--- src/rtl/loader_pkg.sv ---
// loader_pkg: shared state encoding and default parameters for the bytecode loader
package loader_pkg;
    typedef enum logic [2:0] {LOAD, TERM, WAIT, RUN, DONE} state_t;
    localparam logic [7:0] HALT_OP_DEFAULT = 8'hFF;
    localparam int DEPTH_DEFAULT = 1024;
endpackage

--- src/rtl/loader_run_monitor.sv ---
// loader_run_monitor: RUN-phase completion detector (running seen, then dropped) and timeout counter
module loader_run_monitor #(
    parameter int RUN_TIMEOUT = 65535
) (
    input  logic clk,
    input  logic rst,
    input  logic run,
    input  logic cpu_running,
    output logic run_complete,
    output logic run_timeout
);
    localparam int TW = $clog2(RUN_TIMEOUT + 1);
    logic [TW-1:0] cnt;
    logic seen_running;
    always_ff @(posedge clk) begin
        if (rst || !run) begin
            cnt <= '0;
            seen_running <= 1'b0;
        end else begin
            cnt <= cnt + 1'b1;
            seen_running <= seen_running | cpu_running;
        end
    end
    // cnt holds the number of RUN cycles already completed
    assign run_complete = run && seen_running && !cpu_running;
    assign run_timeout = run && cnt == TW'(RUN_TIMEOUT - 1);
endmodule

--- src/rtl/bytecode_loader.sv ---
// bytecode_loader: streams a program into program memory, appends the halt
// terminator, then starts the CPU and supervises its run
module bytecode_loader
    import loader_pkg::*;
#(
    parameter int DEPTH = DEPTH_DEFAULT,
    parameter int ADDR_W = $clog2(DEPTH),
    parameter logic [7:0] HALT_OP = HALT_OP_DEFAULT,
    parameter int START_DELAY = 4,
    parameter int RUN_TIMEOUT = 65535
) (
    input  logic              clk,
    input  logic              rst,
    input  logic              in_valid,
    input  logic [7:0]        in_data,
    input  logic              in_last,
    output logic              in_ready,
    output logic              mem_we,
    output logic [ADDR_W-1:0] mem_addr,
    output logic [7:0]        mem_wdata,
    output logic              cpu_enable,
    input  logic              cpu_running,
    output logic [ADDR_W:0]   load_count,
    output logic              done,
    output logic              overflow,
    output logic              timeout
);
    localparam int DW = $clog2(START_DELAY + 1);
    localparam logic [ADDR_W:0] LAST_SLOT = (ADDR_W + 1)'(DEPTH - 1);
    state_t state, nxt;
    logic [DW-1:0] dly;
    logic hs, full, wr, run_complete, run_timeout;
    // the final slot is reserved for the terminator, so the payload stops one short
    assign full = load_count == LAST_SLOT;
    assign in_ready = !rst && state == LOAD && !full;
    assign hs = in_valid && in_ready;
    assign wr = hs || state == TERM;
    loader_run_monitor #(.RUN_TIMEOUT(RUN_TIMEOUT)) u_mon (
        .clk(clk),
        .rst(rst),
        .run(state == RUN),
        .cpu_running(cpu_running),
        .run_complete(run_complete),
        .run_timeout(run_timeout)
    );
    always_ff @(posedge clk) begin
        state <= rst ? LOAD : nxt;
    end
    always_comb begin
        nxt = state;
        case (state)
            LOAD: nxt = (hs && in_last) || full ? TERM : LOAD;
            TERM: nxt = WAIT;
            WAIT: nxt = dly == DW'(START_DELAY) ? RUN : WAIT;
            RUN:  nxt = run_complete || run_timeout ? DONE : RUN;
            default: nxt = DONE;
        endcase
    end
    // WAIT spans START_DELAY+1 cycles so enable trails the visible terminator write by that much
    always_ff @(posedge clk) begin
        if (rst) begin
            mem_we <= 1'b0;
            mem_addr <= '0;
            mem_wdata <= '0;
            cpu_enable <= 1'b0;
            load_count <= '0;
            done <= 1'b0;
            overflow <= 1'b0;
            timeout <= 1'b0;
            dly <= '0;
        end else begin
            mem_we <= wr;
            if (wr) begin
                mem_addr <= load_count[ADDR_W-1:0];
                mem_wdata <= state == TERM ? HALT_OP : in_data;
            end
            load_count <= load_count + (ADDR_W + 1)'(hs);
            dly <= state == WAIT ? dly + 1'b1 : '0;
            cpu_enable <= nxt == RUN;
            done <= nxt == DONE;
            overflow <= overflow || (state == LOAD && full && in_valid);
            timeout <= timeout || (run_timeout && !run_complete);
        end
    end
endmodule
--- config.mk ---
export PLATFORM = sky130hd
export DESIGN_NAME = bytecode_loader
export DESIGN_NICKNAME = d
export VERILOG_FILES = /design/src/rtl/loader_pkg.sv /design/src/rtl/loader_run_monitor.sv /design/src/rtl/bytecode_loader.sv
export SDC_FILE = /design/constraint.sdc
export NUM_CORES = 1
export LEC_CHECK = 0
export BUFFER_PORTS_ARGS = -buffer_cell sky130_fd_sc_hd__buf_2
export CORE_UTILIZATION = 35
export DETAILED_ROUTE_END_ITERATION = 12
export GPL_ROUTABILITY_DRIVEN = 0
export MAX_ROUTING_LAYER = met4
export SYNTH_ARGS = -nofsm -noshare
export SYNTH_HDL_FRONTEND = slang
export SYNTH_SLANG_ARGS = --single-unit
--- constraint.sdc ---
create_clock -name clk -period 3.82 [get_ports clk]
set_clock_uncertainty 0.1 [all_clocks]
set_input_delay 0.382 -clock clk [delete_from_list [all_inputs] [get_ports clk]]
set_output_delay 0.382 -clock clk [all_outputs]
set_load 0.005 [all_outputs]
==> results of run 1 <==
-- layout make-up --
class,count,area [um^2],area share
Multi-Input combinational cell,186,1190,0.408
Clock buffer,11,151,0.0518
Tap cell,80,100,0.0342
Clock inverter,5,77.6,0.0265
Timing Repair Buffer,47,235,0.0804
Inverter,7,26.3,0.00898
Sequential cell,57,1140,0.390
-- per-layer routing --
metal,vias to the layer above,share of wire
met5,-,0
met4,0,0.023
met3,10,0.043
met2,39,0.42
met1,873,0.51
li1,996,-
-- sequential cells by signal (all words and copies together), names as in the netlist, 3 cells and up --
signal,cells
mem_addr,10
u_mon.cnt,16
dly,3
load_count,11
state,3
mem_wdata,8
-- power breakdown --
part	internal (mW)	switching, mW
Combinational	0.0371	0.0432
Clock	0.400	0.237
Sequential	0.608	0.0106
Total	1.05	0.291
-- cell families (layout without fill, tap and decap cells) --
kind of cell,after synthesis,in the layout,synth area share
xor gates and xnor gates,21,21,0.0755
adders and majority gates,6,6,0.0308
buffers and inverters,19,70,0.0411
AOI/OAI and AO/OA,33,33,0.0946
and+or+nand+nor,111,111,0.228
DFF,57,57,0.469
muxes,15,15,0.0617
-- cells in the final DEF (no fill, tap or decap), types with 7 or more instances in the layout --
cell type and count:
a21oi_1 15, xnor2_1 13, nor3_1 11, mux2i_1 15
xor2_1 8, nand3_1 13, nor2_1 35, dfxtp_1 57
inv_1 7, clkbuf_8 11, nand2_1 26, buf_2 47
-- worst paths after layout --
| kind | depth (start not counted) | slack [ns] | endpoint | start |
|---|---|---|---|---|
| max reg2reg | 9 | 1.58 | load_count[8]$_SDFF_PP0_ | load_count[7]$_SDFF_PP0_ |
| max | 9 | 1.58 | load_count[8]$_SDFF_PP0_ | load_count[7]$_SDFF_PP0_ |
| min reg2reg | 1 | 0.35 | dly[0]$_SDFF_PP0_ | dly[0]$_SDFF_PP0_ |
| min | 3 | 0.19 | u_mon.seen_running$_SDFF_PP0_ | cpu_running |
-- through the flow --
| stage | std cells | setup WS [ns] | utilization | area [um^2] | hold slack (ns) |
|---|---|---|---|---|---|
| 2_1_floorplan | 262 | 1.85 | - | 2430 | 0.317 |
| 6_report | 393 | 1.58 | 0.433 | 2930 | 0.195 |
| 3_3_place_gp | 377 | 1.30 | 0.399 | 2700 | 0.327 |
| 4_1_cts | 393 | 1.56 | 0.433 | 2930 | 0.178 |
| 3_5_place_dp | 377 | 1.26 | 0.399 | 2700 | 0.344 |
| 5_1_grt | 393 | 1.37 | 0.433 | 2930 | 0.198 |
-- critical path, delay by kind of cell (launching register included) --
family	cells	cell delay, ns
adder cells (fa/ha/maj)	2	0.47
AND/OR/NAND/NOR	6	0.96
flip-flops	1	0.44
XOR/XNOR	1	0.13
==> summary.txt, run 1 <==
Fillcell total: 686
Die area: 0.00729 mm^2
Synth area leaders: dfxtp_1 47%, mux2i_1 6.2%, nor2_1 5.4%
Mapped Cells: 262
Maximum clock path buffer count: 2
Antenna viol nets, final: 0
Grt peak-use layer: met1
Final Slew Violations: 0
H-tree depth: 3
Syn avg cell area: 9.29 um^2
MaxCap Viol Count: 0
Pwr Density: 457 mW/mm^2
Top cells by count, synth: 57 x dfxtp_1, 35 x nor2_1, 26 x nand2_1
Post-CTS Setup Repair Bufs: 0
Initial antenna violation count: 0
Congestion Overflow GR: 0
Wirelength per Cell: 12.4 um
Clk sinks: 57
Vias: 1918
Final setup fails: 0
Core area: 0.00676 mm^2
Total power draw: 1.34 mW
Req. time, crit path: 3.92 ns
FF+latch count, synth: 57
Critical Path AT: 2.34 ns
Vias in the first global route: 1716
Worst hold path class: in -> reg
Diodes inserted: 0
First-pass detailed-route iteration total: 4
Critical path type: reg -> reg
Status: completed
Count leader, synth: dfxtp_1
Share of cells above drive strength 1: 0.227
Met2 GRT Util: 0.194
Final Hold Fails: 0
Share of the synthesized area in the top cell type: 0.469
Crit path capture type: register
Area Growth Syn to Fin: 20.1%
Rel. slew slack: 0.561
Clock Pin Slew Worst Setup and Hold Paths: 0.06 ns
Leak pwr: 1.22 nW
Clock Latency Late Sink: 0.34 ns
Hpwl dp: 3380 um
Die extent in y: 85.4 um
Fmax: 447 MHz
Primary FF master, synth: dfxtp_1
Io pins: 48
Nets@finish: 327
Post-synth EDFFs: 0
Initial Util: 0.360
Post-route clock period utilization: 0.586
# rows: 30
DRC: 0
Number of synthesis warnings: 0
Total CTS buffers: 9
CTS tree: yes
Post-Syn Nets: 281
Largest net degree at the start of global routing: 33
FFs w/ async S/R, synth: 0
RSZ-0062 raised after global routing: false
Yosys cell types: 41
Dominant cell type by area after synthesis: dfxtp_1
Gr usage total: 0.147
Post-CTS Hold Fix Bufs: 0
Crit-path slowest cell: dfxtp_1
Root buffer cell: clkbuf_8
Register area share after synthesis: 0.469
Vias per cell: 4.88
Post_cts resized: 0
Buffers on Ports: 47
Met3 Resource Use GR: 0.0438
Largest stage delay, worst path: 0.44 ns
DRT iter0 DRCs: 77
Die X: 85.4 um
Worst-path fanout max: 7
Post-route minimum period: 2.24 ns
VDD IR-drop max: 0.173 mV
Setup TNS: 0 ns
Routed WL: 4860 um
Worst Max-Slew Pin Slew: 0.658 ns
Mapped Area: 0.00243 mm^2
Routing usage on met1: 0.199
CP Cell Sequence: nand4_1 > nor3_4 > nor3_1 > ha_1 > ha_1 > nand2_1 > nor3_1 > xnor2_1 > nor2_1
Wire length of the first global-routing pass: 7980 um
Startpoint types: register
(Power assumes the default switching activity.)
==> inputs of run 2 (changes only) <==
--- a/config.mk
+++ b/config.mk
@@ -5,6 +5,7 @@
 export SDC_FILE = /design/constraint.sdc
 export NUM_CORES = 1
 export LEC_CHECK = 0
+export ABC_AREA = 1
 export BUFFER_PORTS_ARGS = -buffer_cell sky130_fd_sc_hd__buf_2
 export CORE_UTILIZATION = 35
 export DETAILED_ROUTE_END_ITERATION = 12
==> constraint.sdc (replaced) <==
create_clock -name clk -period 1.8 [get_ports clk]
set_clock_uncertainty 0.1 [all_clocks]
set_input_delay 0.18 -clock clk [delete_from_list [all_inputs] [get_ports clk]]
set_output_delay 0.18 -clock clk [all_outputs]
set_load 0.005 [all_outputs]
==> summary.txt, run 2 <==
Yosys cell types: 31 (-24%)
Syn avg cell area: 7.48 um^2 (-20%)
Mapped Cells: 341 (+30%)
Final setup fails: 0 (unchanged)
Gr usage total: 0.171 (+0.0238)
Area Growth Syn to Fin: 31.1%
Die area: 0.00763 mm^2 (+4.6%)
Number of synthesis warnings: 0 (unchanged)
Io pins: 48 (unchanged)
Synth area leaders: dfxtp_1 45%, nand2_1 9.4%, inv_1 7.8%
WHS Path Cells: 5 (+2)
Largest reg by FF count: u_mon.cnt
Initial antenna violation count: 0 (unchanged)
Leak pwr: 1.59 nW (+31%)
Die X: 87.4 um (+2.3%)
Buffers on Ports: 47 (unchanged)
Number of flip-flops in the largest register: 16 (unchanged)
Wirelength per Cell: 11.3 um (-8.2%)
Crit path capture type: register
Worst Max-Slew Pin Slew: 0.410 ns (-0.248 ns)
Wire length of the first global-routing pass: 9660 um (+21%)
Root buffer cell: clkbuf_8
Fillcell total: 702 (+2.3%)
Final instance area: 0.00334 mm^2 (+14%)
Pwr Density: 807 mW/mm^2 (+77%)
R2R cell count: 12 (+3)
FFs w/ async S/R, synth: 0 (unchanged)
Clock Latency Late Sink: 0.34 ns (about the same)
Cell Area, Placed: 0.00307 mm^2 (+14%)
Hpwl dp: 4110 um (+21%)
Diodes inserted: 0 (unchanged)
Primary FF master, synth: dfxtp_1
Critical Path AT: 1.92 ns (-0.42 ns)
MaxCap Viol Count: 0 (unchanged)
Most common cell after layout, fill and taps aside: nand2_1
RSZ-0062 raised after global routing: true
Status: completed
Startpoint types: register
Vias: 2377 (+24%)
DRT iter0 DRCs: 93 (+21%)
Inst Count DP: 492 (+31%)
Vias in the first global route: 2167 (+26%)
FF-to-FF End: load_count[10]$_SDFF_PP0_
Dominant cell type by area after synthesis: dfxtp_1
Hold endpoint: mem_wdata[5]$_SDFFE_PP0P_
Nets@finish: 433 (+32%)
Post-synth EDFFs: 0 (unchanged)
Post-Syn Nets: 360 (+28%)
Final Hold Fails: 0 (unchanged)
Final Slew Violations: 0 (unchanged)
Critical path type: reg -> reg
Hold_sp: in_data[5]
Die extent in y: 87.4 um (+2.3%)
Clk sinks: 57 (unchanged)
Worst-path fanout max: 2 (-5)
Post-route clock period utilization: 0.998 (+0.412)
FF+latch count, synth: 57 (unchanged)
Mapped Area: 0.00255 mm^2 (+4.7%)
Maximum clock path buffer count: 2 (unchanged)
DRC: 0 (unchanged)
Rel. slew slack: 0.726 (+0.165)
Fmax: 557 MHz (+25%)
Routed WL: 5840 um (+20%)
First-pass detailed-route iteration total: 6 (+2)
Count leader, synth: nand2_1
Worst hold path class: in -> reg
Share of cells above drive strength 1: 0.303 (+0.0763)
Antenna viol nets, final: 0 (unchanged)
Register area share after synthesis: 0.447 (-0.0212)
Clock Pin Slew Worst Setup and Hold Paths: 0.06 ns (about the same)
Most frequent cells in the layout: 61 x nand2_1, 50 x inv_1, 47 x dfxtp_1, 47 x buf_2, 30 x nand3_1
Post-route minimum period: 1.80 ns (-0.442 ns)
Top cells by count, synth: 64 x nand2_1, 57 x dfxtp_1, 53 x inv_1
# rows: 30 (unchanged)
CTS tree: yes
H-tree depth: 3 (unchanged)
RR Startpoint: state[2]$_SDFF_PP0_
Reg2reg setup slack: 0.003 ns (-1.58 ns)
Core area: 0.00691 mm^2 (+2.2%)
Req. time, crit path: 1.92 ns (-2.00 ns)
Total CTS buffers: 9 (unchanged)
VDD IR-drop max: 0.384 mV (+120%)
Largest net degree at the start of global routing: 38 (+15%)
Largest regs: u_mon.cnt x16, load_count x11, mem_addr x10
Share of the synthesized area in the top cell type: 0.447 (-0.0212)
Non-filler cells, final: 515 (+31%)
Congestion Overflow GR: 0 (unchanged)
Initial Util: 0.369 (+0.00883)
Vias per cell: 4.62 (-5.4%)
run 2: changes by cell type in the layout (fill, tap and decap cells not counted), moves of 7 or more:
cell / change
dfxtp_1: -10
o21ai_0: +8
mux2i_1: -15
nand4_1: +11
xor2_1: -8
nand3_1: +17
buf_4: +26
inv_1: +43
nor2_1: -8
xnor2_1: -11
dfxtp_2: +7
nand2_1: +35
run 2: worst max-delay path by stage:
stage / slack [ns] / endpoint / start / cells past startpoint
6_report: 0.003 / load_count[10]$_SDFF_PP0_ / state[2]$_SDFF_PP0_ / 12
5_1_grt: -0.04 / load_count[10]$_SDFF_PP0_ / state[2]$_SDFF_PP0_ / 12
4_1_cts: 0.0009 / load_count[10]$_SDFF_PP0_ / state[1]$_SDFF_PP0_ / 12
3_5_place_dp: -0.01 / load_count[10]$_SDFF_PP0_ / state[2]$_SDFF_PP0_ / 12
3_3_place_gp: 0.03 / load_count[10]$_SDFF_PP0_ / state[2]$_SDFF_PP0_ / 12
2_1_floorplan: -0.10 / load_count[10]$_SDFF_PP0_ / state[2]$_SDFF_PP0_ / 13
run 2: cells by family (layout without fill, tap and decap cells):
kind of cell | count (synthesis) | in the layout | share of synthesized area
adder cells (fa/ha/maj) | 6 | 6 | 0.0294
AO/OA/AOI/OAI | 44 | 44 | 0.0888
XOR/XNOR | 2 | 2 | 0.00687
buffers and inverters | 67 | 145 | 0.111
AND/OR/NAND/NOR | 165 | 165 | 0.316
flip-flops | 57 | 57 | 0.447
run 2: area by class of cell:
| type | count | area (um^2) | area share |
|---|---|---|---|
| flip-flops and latches | 57 | 1160 | 0.347 |
| well taps | 96 | 120 | 0.0359 |
| clock inverters | 2 | 35.0 | 0.0105 |
| inverters | 55 | 206 | 0.0618 |
| clock buffers | 14 | 173 | 0.0516 |
| repair buffers | 74 | 440 | 0.132 |
| multi-input cells | 217 | 1210 | 0.361 |
run 2: repair_timing:
action                                 in CTS  in global routing
endpoints found under the hold margin       1                  0
hold buffers                                1                  0
resized for setup                           1                  6
pin swaps                                   5                 12
setup buffers                               4                  2
setup endpoints to repair                   2                  4
run 2: metal layers:
metal | vias to the layer above | wire length [um] | GRT usage
li1 | 1250 | - | -
met1 | 1064 | 2880 | 0.204
met2 | 54 | 2610 | 0.265
met3 | 9 | 246 | 0.0360
met4 | 0 | 107 | 0.101
met5 | - | 0 | -
run 2: power by group:
part	internal (mW)	total [mW]	switching [mW]
Clock	0.752	1.24	0.485
Sequential	1.28	1.29	0.00946
Combinational	0.0718	0.174	0.103
Total	2.10	2.70	0.597
run 2: critical path, cell delays in order, from the launching register on:
cell and delay, ns:
dfxtp_4 0.35, nor2_4 0.12, nand3_2 0.08, inv_2 0.08
nand3_4 0.06, inv_2 0.07, ha_4 0.15, ha_4 0.15
nand2_4 0.05, nor3_4 0.19, nand2_1 0.09, o21ai_1 0.14
a21oi_1 0.06
run 2: stage by stage:
stage / hold slack, ns / TNS [ns] / power, mW / utilization / setup slack [ns]
after floorplan: 0.209 / -0.252 / 1.42 / - / -0.104
after global routing: 0.0921 / -0.103 / 2.83 / 0.484 / -0.0412
final: 0.0705 / 0 / 2.70 / 0.484 / 0.00341
after detailed placement: 0.319 / -0.0186 / 1.48 / 0.444 / -0.0124
after CTS: 0.0595 / 0 / 2.74 / 0.481 / 0.000860
after global placement: 0.318 / 0 / 1.48 / 0.444 / 0.0343
==> inputs of run 3 (changes only) <==
--- a/config.mk
+++ b/config.mk
@@ -5,7 +5,7 @@
 export SDC_FILE = /design/constraint.sdc
 export NUM_CORES = 1
 export LEC_CHECK = 0
-export ABC_AREA = 1
+export ABC_AREA = 0
 export BUFFER_PORTS_ARGS = -buffer_cell sky130_fd_sc_hd__buf_2
 export CORE_UTILIZATION = 35
 export DETAILED_ROUTE_END_ITERATION = 12
==> summary.txt, run 3 (same netlist as run 1, synthesis figures left out) <==
Status: finished, violations left
Violated checks: negative setup slack
Cell Area, Placed: 0.00291 mm^2 (-5.1%)
Clock Pin Slew Worst Setup and Hold Paths: 0.07 ns (about the same)
Largest regs: u_mon.cnt x16, load_count x11, mem_addr x10
Nets@finish: 358 (-17%)
Vias in the first global route: 1920 (-11%)
Final Hold Fails: 0 (unchanged)
Vias per cell: 4.82 (+4.3%)
Req. time, crit path: 1.97 ns (+0.05 ns)
First-pass detailed-route iteration total: 4 (-2)
Post-route clock period utilization: 1.00 (+0.00236)
Gr usage total: 0.158 (-0.0132)
Total power draw: 2.99 mW (+11%)
Die area: 0.00729 mm^2 (-4.4%)
Worst hold margin: 0.0348 ns (-0.0356 ns)
R2R cell count: 8 (-4)
Critical path type: reg -> reg
Congestion Overflow GR: 0 (unchanged)
Maximum clock path buffer count: 2 (unchanged)
Pwr Density: 912 mW/mm^2 (+13%)
Initial Util: 0.360 (-0.00883)
Wirelength per Cell: 12.2 um (+7.5%)
Worst-path fanout max: 4 (+2)
Diodes inserted: 0 (unchanged)
CP Cell Sequence: nor3_4 > nand2_2 > nor3_2 > ha_2 > ha_4 > nand2_4 > or3_1 > a21oi_1
Die extent in y: 85.4 um (-2.2%)
Worst hold path class: in -> reg
DRC: 0 (unchanged)
DRT iter0 DRCs: 96 (+3.2%)
Total CTS buffers: 9 (unchanged)
Hold endpoint: mem_wdata[6]$_SDFFE_PP0P_
Largest net degree at the start of global routing: 32 (-16%)
Final instance area: 0.00328 mm^2 (-1.8%)
Antenna viol nets, final: 0 (unchanged)
Leak pwr: 1.44 nW (-9.5%)
Worst Max-Slew Pin Slew: 0.358 ns (-0.0518 ns)
Post-route minimum period: 1.80 ns (+0.00424 ns)
Pre-CTS setup slack: -0.0716 ns (-0.0592 ns)
RR Startpoint: state[0]$_SDFF_PP0_
Root buffer cell: clkbuf_8
Die X: 85.4 um (-2.2%)
Clk sinks: 57 (unchanged)
Routed WL: 5170 um (-11%)
Largest stage delay, worst path: 0.33 ns (-0.02 ns)
VDD IR-drop max: 0.472 mV (+23%)
FF-to-FF End: load_count[6]$_SDFF_PP0_
# rows: 30 (unchanged)
Number of flip-flops in the largest register: 16 (unchanged)
Reg2reg setup slack: -0.0008 ns (about the same)
Crit-path slowest cell: dfxtp_2
Area Growth Syn to Fin: 34.8%
Vias: 2042 (-14%)
Wire length of the first global-routing pass: 8670 um (-10%)
Crit path capture type: register
Final Slew Violations: 0 (unchanged)
Clock Latency Late Sink: 0.34 ns (about the same)
Share of cells above drive strength 1: 0.343 (+0.0399)
WHS Path Cells: 3 (-2)
Largest reg by FF count: u_mon.cnt
Hpwl dp: 3630 um (-12%)
Buffers on Ports: 47 (unchanged)
Hold_sp: in_data[6]
CTS tree: yes
Final setup fails: 1 (+1)
Fmax: 555 MHz (-0.24%)
Initial antenna violation count: 0 (unchanged)
Core area: 0.00676 mm^2 (-2.2%)
Io pins: 48 (unchanged)
Rel. slew slack: 0.759 (+0.0330)
Critical Path AT: 1.97 ns (+0.05 ns)
Startpoint types: register
Setup slack after layout: -0.000832 ns (-0.00424 ns)
MaxCap Viol Count: 0 (unchanged)
Most frequent cells in the layout: 47 x dfxtp_1, 47 x buf_2, 35 x nor2_1, 28 x buf_4, 25 x nand2_1
Setup crit start: state[0]$_SDFF_PP0_
H-tree depth: 3 (unchanged)
RSZ-0062 raised after global routing: true
==> run 3: cell count changes in the layout (fill, tap and decap cells not counted), moves of 11 or more <==
| cell | before | now |
|---|---|---|
| nand4_1 | 16 | 5 |
| xnor2_1 | 2 | 13 |
| mux2i_1 | 0 | 14 |
| nand3_1 | 30 | 13 |
| inv_1 | 50 | 7 |
| nand2_1 | 61 | 25 |
==> run 3: layout make-up <==
type / instances / area (um^2)
multi-input cells: 186 / 1270
clock inverters: 5 / 103
well taps: 80 / 100
flip-flops and latches: 57 / 1150
clock buffers: 11 / 141
fillers: 658 / 3470
repair buffers: 78 / 487
inverters: 7 / 26.3
==> run 3: how the worst max path moves through the flow <==
| stage | depth (start not counted) | slack, ns | to |
|---|---|---|---|
| final | 8 | -0.0008 | load_count[6]$_SDFF_PP0_ |
| after global routing | 8 | -0.13 | load_count[6]$_SDFF_PP0_ |
| after CTS | 8 | -0.007 | load_count[6]$_SDFF_PP0_ |
| after detailed placement | 9 | -0.07 | load_count[8]$_SDFF_PP0_ |
| after global placement | 9 | -0.04 | load_count[8]$_SDFF_PP0_ |
| after floorplan | 9 | -0.07 | load_count[10]$_SDFF_PP0_ |
==> run 3: worst max-delay path: cells and delay by family (launching register included) <==
kind | cells | cell delay (ns)
AND/OR/NAND/NOR | 5 | 0.80
flip-flops | 1 | 0.33
AO/OA/AOI/OAI | 1 | 0.12
adder cells (fa/ha/maj) | 2 | 0.39
==> run 3: stage by stage <==
stage	std cells	util	TNS, ns
after floorplan	262	-	-0.204
after global placement	401	0.431	-0.0856
after detailed placement	401	0.431	-0.591
after CTS	420	0.474	-0.00953
after global routing	424	0.486	-0.638
final	424	0.486	-0.000832
==> run 3: what timing repair did <==
item | 4_1_cts | 5_1_grt
gates resized for setup | 3 | 12
setup endpoints to repair | 14 | 17
pin swaps | 3 | 7
hold buffers | 1 | 0
hold endpoints to repair | 1 | 0
setup buffers | 2 | 4
==> run 3: report_power, final <==
group / internal, mW / switching [mW] / total, mW
Combinational: 0.113 / 0.108 / 0.220
Clock: 0.955 / 0.508 / 1.46
Sequential: 1.29 / 0.0168 / 1.31
Total: 2.36 / 0.633 / 2.99
==> run 3: metal layers <==
| metal | wire, um | vias up | part of all wire | global-route usage |
|---|---|---|---|---|
| li1 | - | 1052 | - | - |
| met1 | 2480 | 947 | 0.48 | 0.193 |
| met2 | 2410 | 37 | 0.47 | 0.238 |
| met4 | 79 | 0 | 0.015 | 0.0727 |
| met3 | 202 | 6 | 0.039 | 0.0477 |
| met5 | 0 | - | 0 | - |
